**config.mk**
```make
export PLATFORM = sky130hd
export DESIGN_NAME = controle_multiciclo
export DESIGN_NICKNAME = d
export VERILOG_FILES = /design/src/rtl/controle_multiciclo.sv
export SDC_FILE = /design/constraint.sdc
export NUM_CORES = 1
export LEC_CHECK = 0
export ABC_AREA = 1
export CELL_PAD_IN_SITES_DETAIL_PLACEMENT = 0
export CELL_PAD_IN_SITES_GLOBAL_PLACEMENT = 2
export CORE_MARGIN = 2
export CORE_UTILIZATION = 18
export CTS_CLUSTER_SIZE = 25
export DETAILED_ROUTE_END_ITERATION = 6
export PLACE_DENSITY = 0.86
export SYNTH_ARGS = -nofsm -noshare
export SYNTH_HDL_FRONTEND = slang
export SYNTH_SLANG_ARGS = --single-unit
```
**constraint.sdc**
```tcl
create_clock -name clk -period 3.54 [get_ports clk]
set_input_delay 1.062 -clock clk [delete_from_list [all_inputs] [get_ports clk]]
set_output_delay 1.062 -clock clk [all_outputs]
set_load 0.02 [all_outputs]
```
**src/rtl/controle_multiciclo.sv**
```systemverilog
// Multicycle control FSM: fetch / decode / execute / write-back / branch-jump sequencing for the 4-bit-opcode datapath.
// Optional macro CONTADOR_INSTR_EN adds the retired-instruction counter output instr_cont.
module controle_multiciclo #(
    parameter int LARGURA_CONT = 16
) (
    input  logic                    clk,
    input  logic                    reset,
    input  logic [3:0]              opcode,
    input  logic                    mem_pronto,
    output logic                    LerMem,
    output logic                    EscIR,
    output logic                    EscCP,
    output logic                    EscCondCP,
    output logic [3:0]              ULA_OP,
    output logic                    ULA_A,
    output logic [1:0]              ULA_B,
    output logic [1:0]              FonteCP,
    output logic                    EscReg,
    output logic [2:0]              estado,
    output logic                    ilegal
`ifdef CONTADOR_INSTR_EN
    ,
    output logic [LARGURA_CONT-1:0] instr_cont
`endif
);

    localparam logic [2:0] BUSCA   = 3'd0;
    localparam logic [2:0] DECOD   = 3'd1;
    localparam logic [2:0] EXEC    = 3'd2;
    localparam logic [2:0] ESCRITA = 3'd3;
    localparam logic [2:0] DESVIO  = 3'd4;
    localparam logic [2:0] ERRO    = 3'd5;

    localparam logic [3:0] OP_ULTIMO_ULA = 4'd10;
    localparam logic [3:0] OP_JUMP       = 4'd11;
    localparam logic [3:0] OP_BRANCH     = 4'd12;

    localparam logic [1:0] B_REG    = 2'b00;
    localparam logic [1:0] B_UM     = 2'b01;
    localparam logic [1:0] B_IMED   = 2'b10;
    localparam logic [1:0] B_OFFSET = 2'b11;

    localparam logic [1:0] CP_ULA     = 2'b00;
    localparam logic [1:0] CP_ULA_OUT = 2'b01;
    localparam logic [1:0] CP_JUMP    = 2'b10;

    generate
        if (LARGURA_CONT < 1) begin : g_largura_invalida
            $error("LARGURA_CONT must be at least 1");
        end
    endgenerate

    logic [2:0] estado_reg;
    logic [2:0] estado_next;
    logic [3:0] op_reg;
    logic       carrega_ir;

    // Ops 2 and 6..10 take the immediate field as ALU operand B.
    function automatic logic usa_imediato(input logic [3:0] op);
        return (op == 4'd2) || ((op >= 4'd6) && (op <= OP_ULTIMO_ULA));
    endfunction

    assign carrega_ir = (estado_reg == BUSCA) && mem_pronto;

    always_ff @(posedge clk) begin
        if (reset) begin
            estado_reg <= BUSCA;
            op_reg     <= 4'd0;
        end else begin
            estado_reg <= estado_next;
            if (carrega_ir) begin
                op_reg <= opcode;
            end
        end
    end

    always_comb begin
        estado_next = estado_reg;
        case (estado_reg)
            BUSCA: begin
                if (mem_pronto) begin
                    estado_next = DECOD;
                end
            end
            DECOD: begin
                if (op_reg <= OP_ULTIMO_ULA) begin
                    estado_next = EXEC;
                end else if (op_reg <= OP_BRANCH) begin
                    estado_next = DESVIO;
                end else begin
                    estado_next = ERRO;
                end
            end
            EXEC:    estado_next = ESCRITA;
            ESCRITA: estado_next = BUSCA;
            DESVIO:  estado_next = BUSCA;
            ERRO:    estado_next = ERRO;
            default: estado_next = ERRO;
        endcase
    end

    // Outputs decode from the state and latched opcode; reset overrides everything so no write escapes an abort.
    always_comb begin
        LerMem    = 1'b0;
        EscIR     = 1'b0;
        EscCP     = 1'b0;
        EscCondCP = 1'b0;
        ULA_OP    = 4'd0;
        ULA_A     = 1'b0;
        ULA_B     = B_REG;
        FonteCP   = CP_ULA;
        EscReg    = 1'b0;
        ilegal    = 1'b0;
        if (!reset) begin
            case (estado_reg)
                BUSCA: begin
                    LerMem = 1'b1;
                    ULA_B  = B_UM;
                    EscIR  = mem_pronto;
                    EscCP  = mem_pronto;
                end
                DECOD: begin
                    ULA_B = B_OFFSET;
                end
                EXEC, ESCRITA: begin
                    ULA_A  = 1'b1;
                    ULA_OP = op_reg;
                    ULA_B  = usa_imediato(op_reg) ? B_IMED : B_REG;
                    EscReg = (estado_reg == ESCRITA);
                end
                DESVIO: begin
                    if (op_reg == OP_JUMP) begin
                        EscCP   = 1'b1;
                        FonteCP = CP_JUMP;
                    end else if (op_reg == OP_BRANCH) begin
                        ULA_A     = 1'b1;
                        ULA_B     = B_REG;
                        ULA_OP    = OP_BRANCH;
                        EscCondCP = 1'b1;
                        FonteCP   = CP_ULA_OUT;
                    end
                end
                ERRO: begin
                    ilegal = 1'b1;
                end
                default: begin
                    ilegal = 1'b0;
                end
            endcase
        end
    end

    assign estado = estado_reg;

`ifdef CONTADOR_INSTR_EN
    logic [LARGURA_CONT-1:0] cont_reg;
    logic                    retira;

    // ESCRITA and DESVIO always hand back to BUSCA, so leaving them is a retirement.
    assign retira = (estado_reg == ESCRITA) || (estado_reg == DESVIO);

    always_ff @(posedge clk) begin
        if (reset) begin
            cont_reg <= '0;
        end else if (retira) begin
            cont_reg <= cont_reg + 1'b1;
        end
    end

    assign instr_cont = cont_reg;
`endif

endmodule

```
== Word-level counts from Yosys, hierarchy flattened ==
Cells that the tools add are included.

* Logic and storage cells: 52
* Bits in registers: 7
* Bits of input ports: 7

* Muxes and demuxes: 32
* $lt $le $gt $ge: 3
* Reduce and logical (&&, ||, !) cells: 6
* Eq/ne operators: 9

{| class="wikitable"
|+ Operators by type and width
! operator !! count
|-
| $mux 1 || 17
|-
| $mux 4 || 3
|-
| $pmux 3 s4 || 1
|-
| $mux 2 || 5
|-
| $eq 4x4->1 const B || 2
|-
| $le 4x4->1 const B || 2
|-
| $pmux 4 s2 || 1
|-
| $eq 3x2->1 const B || 2
|-
| $eq 3x3->1 const B || 2
|-
| $mux 3 || 2
|-
| $pmux 2 s3 || 1
|-
| $eq 4x2->1 const B || 1
|-
| $ge 4x3->1 const B || 1
|-
| $pmux 1 s2 || 2
|-
| $reduce_or 2->1 || 2
|-
| $eq 3x1->1 const B || 1
|-
| $logic_not 3->1 || 1
|-
| $logic_and 1x1->1 || 2
|-
| $ne 2x2->1 const B || 1
|-
| $logic_or 1x1->1 || 1
|}

== Depth between registers and ports, before layout ==
Gate-level depths: netlist (run 1).

* Word-level depth: 6
* Mapped depth: 6

== Worst setup path before layout (run 1) ==
No wires, ideal clock.

* Path kind: input to output
* Start: input reset
* End: output FonteCP[0]
* Stages on the path: 3
* Path slack: 676 ps
* Arrival: 1802 ps
* Path buffers: 2
* Path through: clkbuf_1 nor2_1 buf_4

* Longest elaborated chain between the ends: 1

{| class="wikitable"
|+ Ends and longest elaborated chain
! element !! RTL line !! RTL
|-
| from (decl) || 7 || <nowiki>input logic reset,</nowiki>
|-
| $mux 2 || 114 || <nowiki>if (!reset) begin</nowiki>
|-
| to (decl) || 17 || <nowiki>output logic [1:0] FonteCP,</nowiki>
|}

Every way passes these cells.

== Worst setup path in the final report (run 1) ==
* Start: input reset
* End: output LerMem

* Longest elaborated chain between the ends: 1

{| class="wikitable"
|+ Ends and longest elaborated chain
! element !! RTL line !! RTL
|-
| $mux 1 || 114 ||
|-
| to (decl) || 10 || <nowiki>output logic LerMem,</nowiki>
|}

Every way passes these cells.

==> out/metrics.cfg, run 1 <==
[floorplanning]
start_util=0.190
dieWidth_um=55.1
pin_count=25
rows=18
die_h_um=55.1
die_area_um2=3040
coreArea_um2=2480

[critical_path]
crit_family=buffers and inverters
endpoint_kind=output port
cp.arrival_ns=2.40
critPathLaunch=reset
critPathMaxFanout=4
worstPathCellList=clkdlybuf4s50_1 > nor2_1 > buf_4 > clkdlybuf4s50_1
startpoint_type=primary input
crit_slowest_cell=clkdlybuf4s50_1
regToRegStartpoint=estado[1]
critPathRequiredTime_ns=2.48
critPathBufInv=3
path_common_cell=clkdlybuf4s50_1
max_stage_delay_ns=0.59
worstSetupPathType=primary input to output port

[final_layout]
ff_latch_area_um2=140
layout_common_cells=24 x nand2_1, 11 x nor2_1, 10 x a21oi_1, 10 x clkdlybuf4s50_1, 9 x dlygate4sd2_1
drive_gt1_frac=0.119
num-fill-cells=293
layout-area-overhead-vs-synth_pct=67.3
post-route-util=0.318
layout.cells.non_filler=139
largest_reg_flops=4
diodes=0
nNetsFinal=117
multiInputGateArea_um2=278
final_area_um2=787
layout_commonest_cell=nand2_1

[placed_design]
portBuffers=24
dp_hpwl_um=1100
dpl.cell_count=135
place_area_um2=759
gp_congestion=0.748

[timing]
clock_skew_ns=0.00313
setup_viol=0
slew_viol_final=0
fin_tns_setup_ns=0
rsz0062_at_grt=false
tightest_slew_ns=0.280
layout_min_cycle_time_ns=3.46
clock.fmax_ghz=0.289
slew_headroom=0.813
min_period_over_period=0.978
hold_viol=0

[global_route]
grt_max_degree=9
grt_pass1_wl_um=2190
antenna_found_initial=0
grt_remaining_overflow=0
grt_usage=0.104
grt_pass1_vias=528

[cts]
clock_sinks=7
cts_setup_buffers=0
clk_latency_ns=0.24
clkSlewWorstSetupHoldPaths_ns=0.05
numCtsBuffers=3
cts_tree=built
htreeDepth=1
cts_hold_buffers=0
cts-root-buf=clkbuf_4
cts.path.max_buffers=2

[logic_synthesis]
synth_fp_nets=87
yosysSeqAreaShare=0.298
yosysWarnings=0
ys_types=19
ys_ff_latch=7
syn_inst=80
syn_area_um2=470
synth.avg_cell_area_um2=5.88

[route]
drt_wl_total_um=1330
ant_nets=0
drt_first_iter_violations=4
drt_pass1_iterations=4
vias=579
wl_per_cell_um=9.60
route.detailed.drc=0
vias_per_cell=4.17

[power]
powerDensity_nw_per_um2=306
report.power.total_mw=0.241
irDropWorstVdd_v=0.000171
leakagePower_nw=0.428

[hold_path]
holdCritStartpoint=estado[2]
hp-class=register to register

[run_status]
outcome=complete, no violations

[job]
cap_violations=0

-- stage by stage --
stage / worst slack, ns / hold WS [ns]
2_1_floorplan: 0.676 / 0.472
3_3_place_gp: -0.0370 / 0.498
3_5_place_dp: -0.0381 / 0.506
4_1_cts: 0.00403 / 0.519
5_1_grt: 0.0316 / 0.546
6_report: 0.0764 / 0.508
-- cells by family after synthesis --
group | synth area share
DFF | 0.298
buffers and inverters | 0.112
and+or+nand+nor | 0.418
AOI/OAI and AO/OA | 0.173
-- synth_stat cells --
library cell   n  share of area
nor2_1        11          0.088
nor2_2         1          0.013
nor3_1         1          0.011
nand4_1        1          0.013
buf_4          1          0.016
nand3_1        4          0.043
a21boi_0       1          0.016
nand2_1       24           0.19
clkbuf_1       1         0.0080
dfxtp_1        7           0.30
inv_1          8          0.064
o21ai_2        1          0.019
nand3_2        1          0.021
o21ai_1        1          0.011
o21ai_0        2          0.021
nor4_1         1          0.013
inv_2          3          0.024
a21oi_1       10           0.11
nor2_4         1          0.024
-- area by class of cell --
type,instances,area share
clock buffers,4,0.0334
flip-flops and latches,7,0.178
inverters,11,0.0525
well taps,30,0.0477
repair buffers,27,0.335
multi-input cells,60,0.353
-- tightest hold or removal path: cells and delay by family, from the launching register on --
kind | cells | cell delay, ns
compound gates | 1 | 0.05
flops | 1 | 0.33
simple gates | 1 | 0.07
-- worst paths after layout --
check,end,depth (start not counted),slack [ns]
hold reg to reg,estado[2],2,0.51
setup reg to reg,op_reg[2],5,2.53
hold / removal,estado[2],2,0.51
setup / recovery,LerMem,4,0.08
-- power breakdown --
group,switching (mW),internal (mW)
clock network,0.0267,0.0428
registers,0.00969,0.0851
logic,0.0428,0.0338
total,0.0792,0.162
-- layer usage --
layer,share of wire,vias to the layer above,track usage
li1,-,314,-
met1,0.45,249,0.130
met2,0.47,14,0.163
met3,0.072,2,0.0215
met4,0.0075,0,0.0610
met5,0,-,0
-- what timing repair did --
| item | 4_1_cts | 5_1_grt |
|---|---|---|
| gates cloned | 0 | 0 |
| resized for setup | 9 | 5 |
| setup endpoints to repair | 9 | 5 |
Power figures use the tool's default switching activity.
==> inputs of run 2 (changes only) <==
==> constraint.sdc (replaced) <==
create_clock -name clk -period 3.54 [get_ports clk]
set_input_delay 0.708 -clock clk [delete_from_list [all_inputs] [get_ports clk]]
set_output_delay 0.708 -clock clk [all_outputs]
set_load 0.02 [all_outputs]
==> run 2 against run 1 <==
Global-route usage fell by 0.45 points. Core utilization fell by 0.66 points. Final cell count fell by 1.4%. First-iteration DRC count rose to 3.0 times the previous value. Critical path type unchanged.
==> out/metrics.cfg, run 2 (synthesis gave the netlist of run 1 again) <==
[cts]
cts-root-buf=clkbuf_4
numCtsBuffers=3
cts_hold_buffers=0
htreeDepth=1
cts_setup_buffers=0
clock_sinks=7
cts_tree=built
cts_resized=0
cts.path.max_buffers=2
clkSlewWorstSetupHoldPaths_ns=0.06
clk_latency_ns=0.25

[placed_design]
dp_slack_ns=0.537
place_area_um2=744
gp_congestion=0.748
dp_hpwl_um=1100
portBuffers=24

[critical_path]
startpoint_type=primary input
critPathMaxFanout=9
endpoint_kind=output port
critPathRequiredTime_ns=2.83
cp.arrival_ns=2.28
worstSetupPathType=primary input to output port

[final_layout]
multiInputGateArea_um2=278
post-route-util=0.311
nNetsFinal=115
layout_common_cells=24 x nand2_1, 24 x clkdlybuf4s50_1, 11 x nor2_1
num-fill-cells=281
largest_reg_flops=4
layout-area-overhead-vs-synth_pct=63.8
diodes=0
final_area_um2=771
drive_gt1_frac=0.103
ff_latch_area_um2=140

[floorplanning]
pin_count=25
coreArea_um2=2480
die_area_um2=3040
start_util=0.190
rows=18
dieWidth_um=55.1
die_h_um=55.1

[timing]
layout_min_cycle_time_ns=2.98
hold_viol=0
slew_headroom=0.790
tightest_slew_ns=0.314
fin_tns_setup_ns=0
min_period_over_period=0.843
rsz0062_at_grt=false
clock_skew_ns=0.00497
layout_setup_ws_ns=0.555
setup_viol=0
slew_viol_final=0
clock.fmax_ghz=0.335

[run_status]
outcome=complete, no violations

[power]
p_seq_frac=0.386
power.share.clock=0.302
leakagePower_nw=0.291
powerDensity_nw_per_um2=319
report.power.total_mw=0.246
power.switching_mw=0.0837
combPwrFrac=0.312
swShare=0.340
p_int_mw=0.162
irDropWorstVdd_v=0.000177

[hold_path]
hp-class=register to register

[route]
drt_wl_total_um=1340
wl_per_cell_um=9.81
vias=573
vias_per_cell=4.18
route.detailed.drc=0
drt_first_iter_violations=12
ant_nets=0
drt_pass1_iterations=4

[global_route]
grt_pass1_vias=493
grt_usage=0.0990
grt_max_degree=10
grt_remaining_overflow=0
antenna_found_initial=0
grt_pass1_wl_um=2060

[job]
cap_violations=0

run 2: cell count changes in the layout (fill, tap and decap cells not counted), sizes merged:
cell / change
buf: -2
clkdlybuf4s50: +14
dlygate4sd2: -9
dlymetal6s2s: -5
run 2: worst paths after layout:
kind | startpoint | to | slack [ns] | cells past startpoint
max | reset | ULA_B[0] | 0.56 | 4
min | op_reg[2] | op_reg[2] | 0.51 | 2
max reg2reg | estado[1] | op_reg[2] | 2.53 | 5
min reg2reg | op_reg[2] | op_reg[2] | 0.51 | 2
run 2: per-layer routing:
metal	track usage	up-vias	part of all wire	wire length (µm)
li1	-	308	-	-
met1	0.120	249	0.46	619
met2	0.147	14	0.46	612
met3	0.0376	2	0.076	102
met4	0.0610	0	0.0067	9
met5	0	-	0	0
run 2: critical path, stage by stage:
cell and delay (ns):
clkdlybuf4s50_1 0.56, buf_4 0.24, nor3_1 0.14, clkdlybuf4s50_1 0.63
run 2: power by group through the flow:
stage	logic, mW	clock network (mW)	registers, mW
floorplan	0.0417	0	0.0973
global placement	0.0776	0	0.0965
detailed placement	0.0773	0	0.0966
CTS	0.0777	0.0789	0.0948
global route	0.0848	0.0829	0.0959
finish	0.0768	0.0744	0.0949
run 2: stage by stage:
step           instances  hold WS, ns
2_1_floorplan         80        0.472
3_3_place_gp         133        0.503
3_5_place_dp         133        0.501
4_1_cts              137        0.511
5_1_grt              137        0.523
6_report             137        0.507
run 2: cell type report:
| class | count | area share |
|---|---|---|
| flip-flops and latches | 7 | 0.182 |
| well taps | 30 | 0.0487 |
| clock buffers | 4 | 0.0341 |
| multi-input cells | 60 | 0.360 |
| inverters | 11 | 0.0536 |
| repair buffers | 25 | 0.321 |
==> inputs of run 3 (changes only) <==
Settings changed: CORE_UTILIZATION 18 to 15, PLACE_DENSITY 0.86 to 0.78.
Clock period 3.54 ns to 2.5 ns, I/O delays scaled along.
==> run 3 against run 2 <==
Sequential share of layout area shrank 1.1 points. Core utilization shrank 4.0 points. Power grew 39%. Largest cell class is now buffers. Via count grew 0.70%. Highest routed layer is now met3.
==> out/metrics.cfg, run 3 (synthesis gave the netlist of run 1 again) <==
[run_status]
outcome=complete, no violations

[cts]
cts-root-buf=clkbuf_4
numCtsBuffers=3
cts_tree=built
htreeDepth=1
clock_sinks=7
cts.path.max_buffers=2
cts_setup_buffers=0
clkSlewWorstSetupHoldPaths_ns=0.06
clk_latency_ns=0.25

[placed_design]
dpl.cell_count=147
dp_slack_ns=0.0173
gp_congestion=0.817
portBuffers=24
dp_hpwl_um=1140

[power]
p_seq_frac=0.392
power.switching_mw=0.117
p_int_mw=0.226
irDropWorstVdd_v=0.000310
swShare=0.341
combPwrFrac=0.315
leakagePower_nw=0.527
power.share.clock=0.293
powerDensity_nw_per_um2=417

[global_route]
grt_usage=0.0799
grt_remaining_overflow=0
antenna_found_initial=0
grt_max_degree=12
grt_pass1_vias=508
grt_pass1_wl_um=2150

[critical_path]
regToRegStartpoint=estado[1]
critPathMaxFanout=5
max_stage_delay_ns=0.63
r2r_setup_slack_ns=1.50
crit_family=buffers and inverters
startpoint_type=primary input
worstSetupPathType=primary input to output port
endpoint_kind=output port
cp.arrival_ns=1.80
critPathBufInv=2
worstPathCellList=clkdlybuf4s50_1 > nor3_1 > clkdlybuf4s50_1
crit_slowest_cell=clkdlybuf4s50_1
critPathRequiredTime_ns=2.00
reg2reg_depth=5
rr_endpoint=op_reg[2]
path_common_cell=clkdlybuf4s50_1

[final_layout]
layout_commonest_cell=nand2_1
multiInputGateArea_um2=278
ff_latch_area_um2=140
nNetsFinal=115
layout_common_cells=24 x nand2_1, 13 x dlymetal6s2s_1, 11 x nor2_1, 11 x clkdlybuf4s50_1, 10 x a21oi_1
layout.cells.non_filler=151
num-fill-cells=346
diodes=0
drive_gt1_frac=0.112
largest_reg_flops=4
layout-area-overhead-vs-synth_pct=74.7

[route]
drt_first_iter_violations=14
ant_nets=0
vias=577
drt_wl_total_um=1400
wl_per_cell_um=9.26
drt_pass1_iterations=4
route.detailed.drc=0
vias_per_cell=3.82

[timing]
clock_skew_ns=0.00595
hold_viol=0
hold_ws_ns=0.519
fin_tns_setup_ns=0
layout_min_cycle_time_ns=2.30
tightest_slew_ns=0.305
setup_viol=0
slew_viol_final=0
layout_setup_ws_ns=0.199
rsz0062_at_grt=false
min_period_over_period=0.921
clock.fmax_ghz=0.435
slew_headroom=0.797

[job]
cap_violations=0

[floorplanning]
coreArea_um2=3030
start_util=0.155
die_area_um2=3600
rows=20
dieWidth_um=60.0
die_h_um=60.0
pin_count=25

[hold_path]
hp-class=register to register
hold_path_end=op_reg[2]
holdCritStartpoint=op_reg[2]
hold_depth=2

[run 3: changes by cell type in the layout (fill, tap and decap cells not counted), sizes merged]
cell	change
dlymetal6s2s	+13
clkinv	+1
clkdlybuf4s50	-13
clkbuf	-1
[run 3: power by group through the flow]
stage / clock network (mW) / logic, mW / registers [mW]
3_3_place_gp: 0 / 0.110 / 0.137
5_1_grt: 0.109 / 0.119 / 0.137
3_5_place_dp: 0 / 0.110 / 0.136
2_1_floorplan: 0 / 0.0590 / 0.138
6_report: 0.101 / 0.108 / 0.134
4_1_cts: 0.106 / 0.111 / 0.134
[run 3: worst max-delay path by stage]
stage               startpoint          to  cells past startpoint
global placement         reset    ULA_B[1]                      4
detailed placement       reset  FonteCP[0]                      4
finish                   reset    ULA_B[0]                      3
floorplan            estado[2]  FonteCP[0]                      5
CTS                      reset  FonteCP[0]                      4
global route             reset    ULA_B[0]                      3
[run 3: through the flow]
| step | total power [mW] | cell area (µm²) | util |
|---|---|---|---|
| 2_1_floorplan | 0.197 | 470 | - |
| 3_3_place_gp | 0.247 | 762 | 0.252 |
| 3_5_place_dp | 0.247 | 762 | 0.252 |
| 4_1_cts | 0.351 | 790 | 0.261 |
| 5_1_grt | 0.364 | 822 | 0.271 |
| 6_report | 0.343 | 822 | 0.271 |
[run 3: worst reg2reg max path: stages, from the launching register on]
cell and delay (ns):
dfxtp_1 0.39, nor2_4 0.15, nand3_2 0.14, inv_2 0.11
nand2_1 0.06, a21oi_1 0.11
[run 3: final cells by class]
cell class / count / share of cell area
timing repair buffer: 25 / 0.341
clock buffer: 3 / 0.0274
inverter: 11 / 0.0502
multi-input combinational: 60 / 0.338
sequential: 7 / 0.170
tap: 44 / 0.0670
clock inverter: 1 / 0.00609
[run 3: metal layers]
layer | routed length [µm] | GRT usage
met2 | 644 | 0.135
met3 | 108 | 0.0346
met5 | 0 | 0
met1 | 645 | 0.0962
met4 | 0 | 0.00952
[run 3: what timing repair did]
| action | 4_1_cts | 5_1_grt |
|---|---|---|
| hold buffers | 0 | 0 |
| setup endpoints to repair | 0 | 13 |
| resized for setup | 0 | 13 |
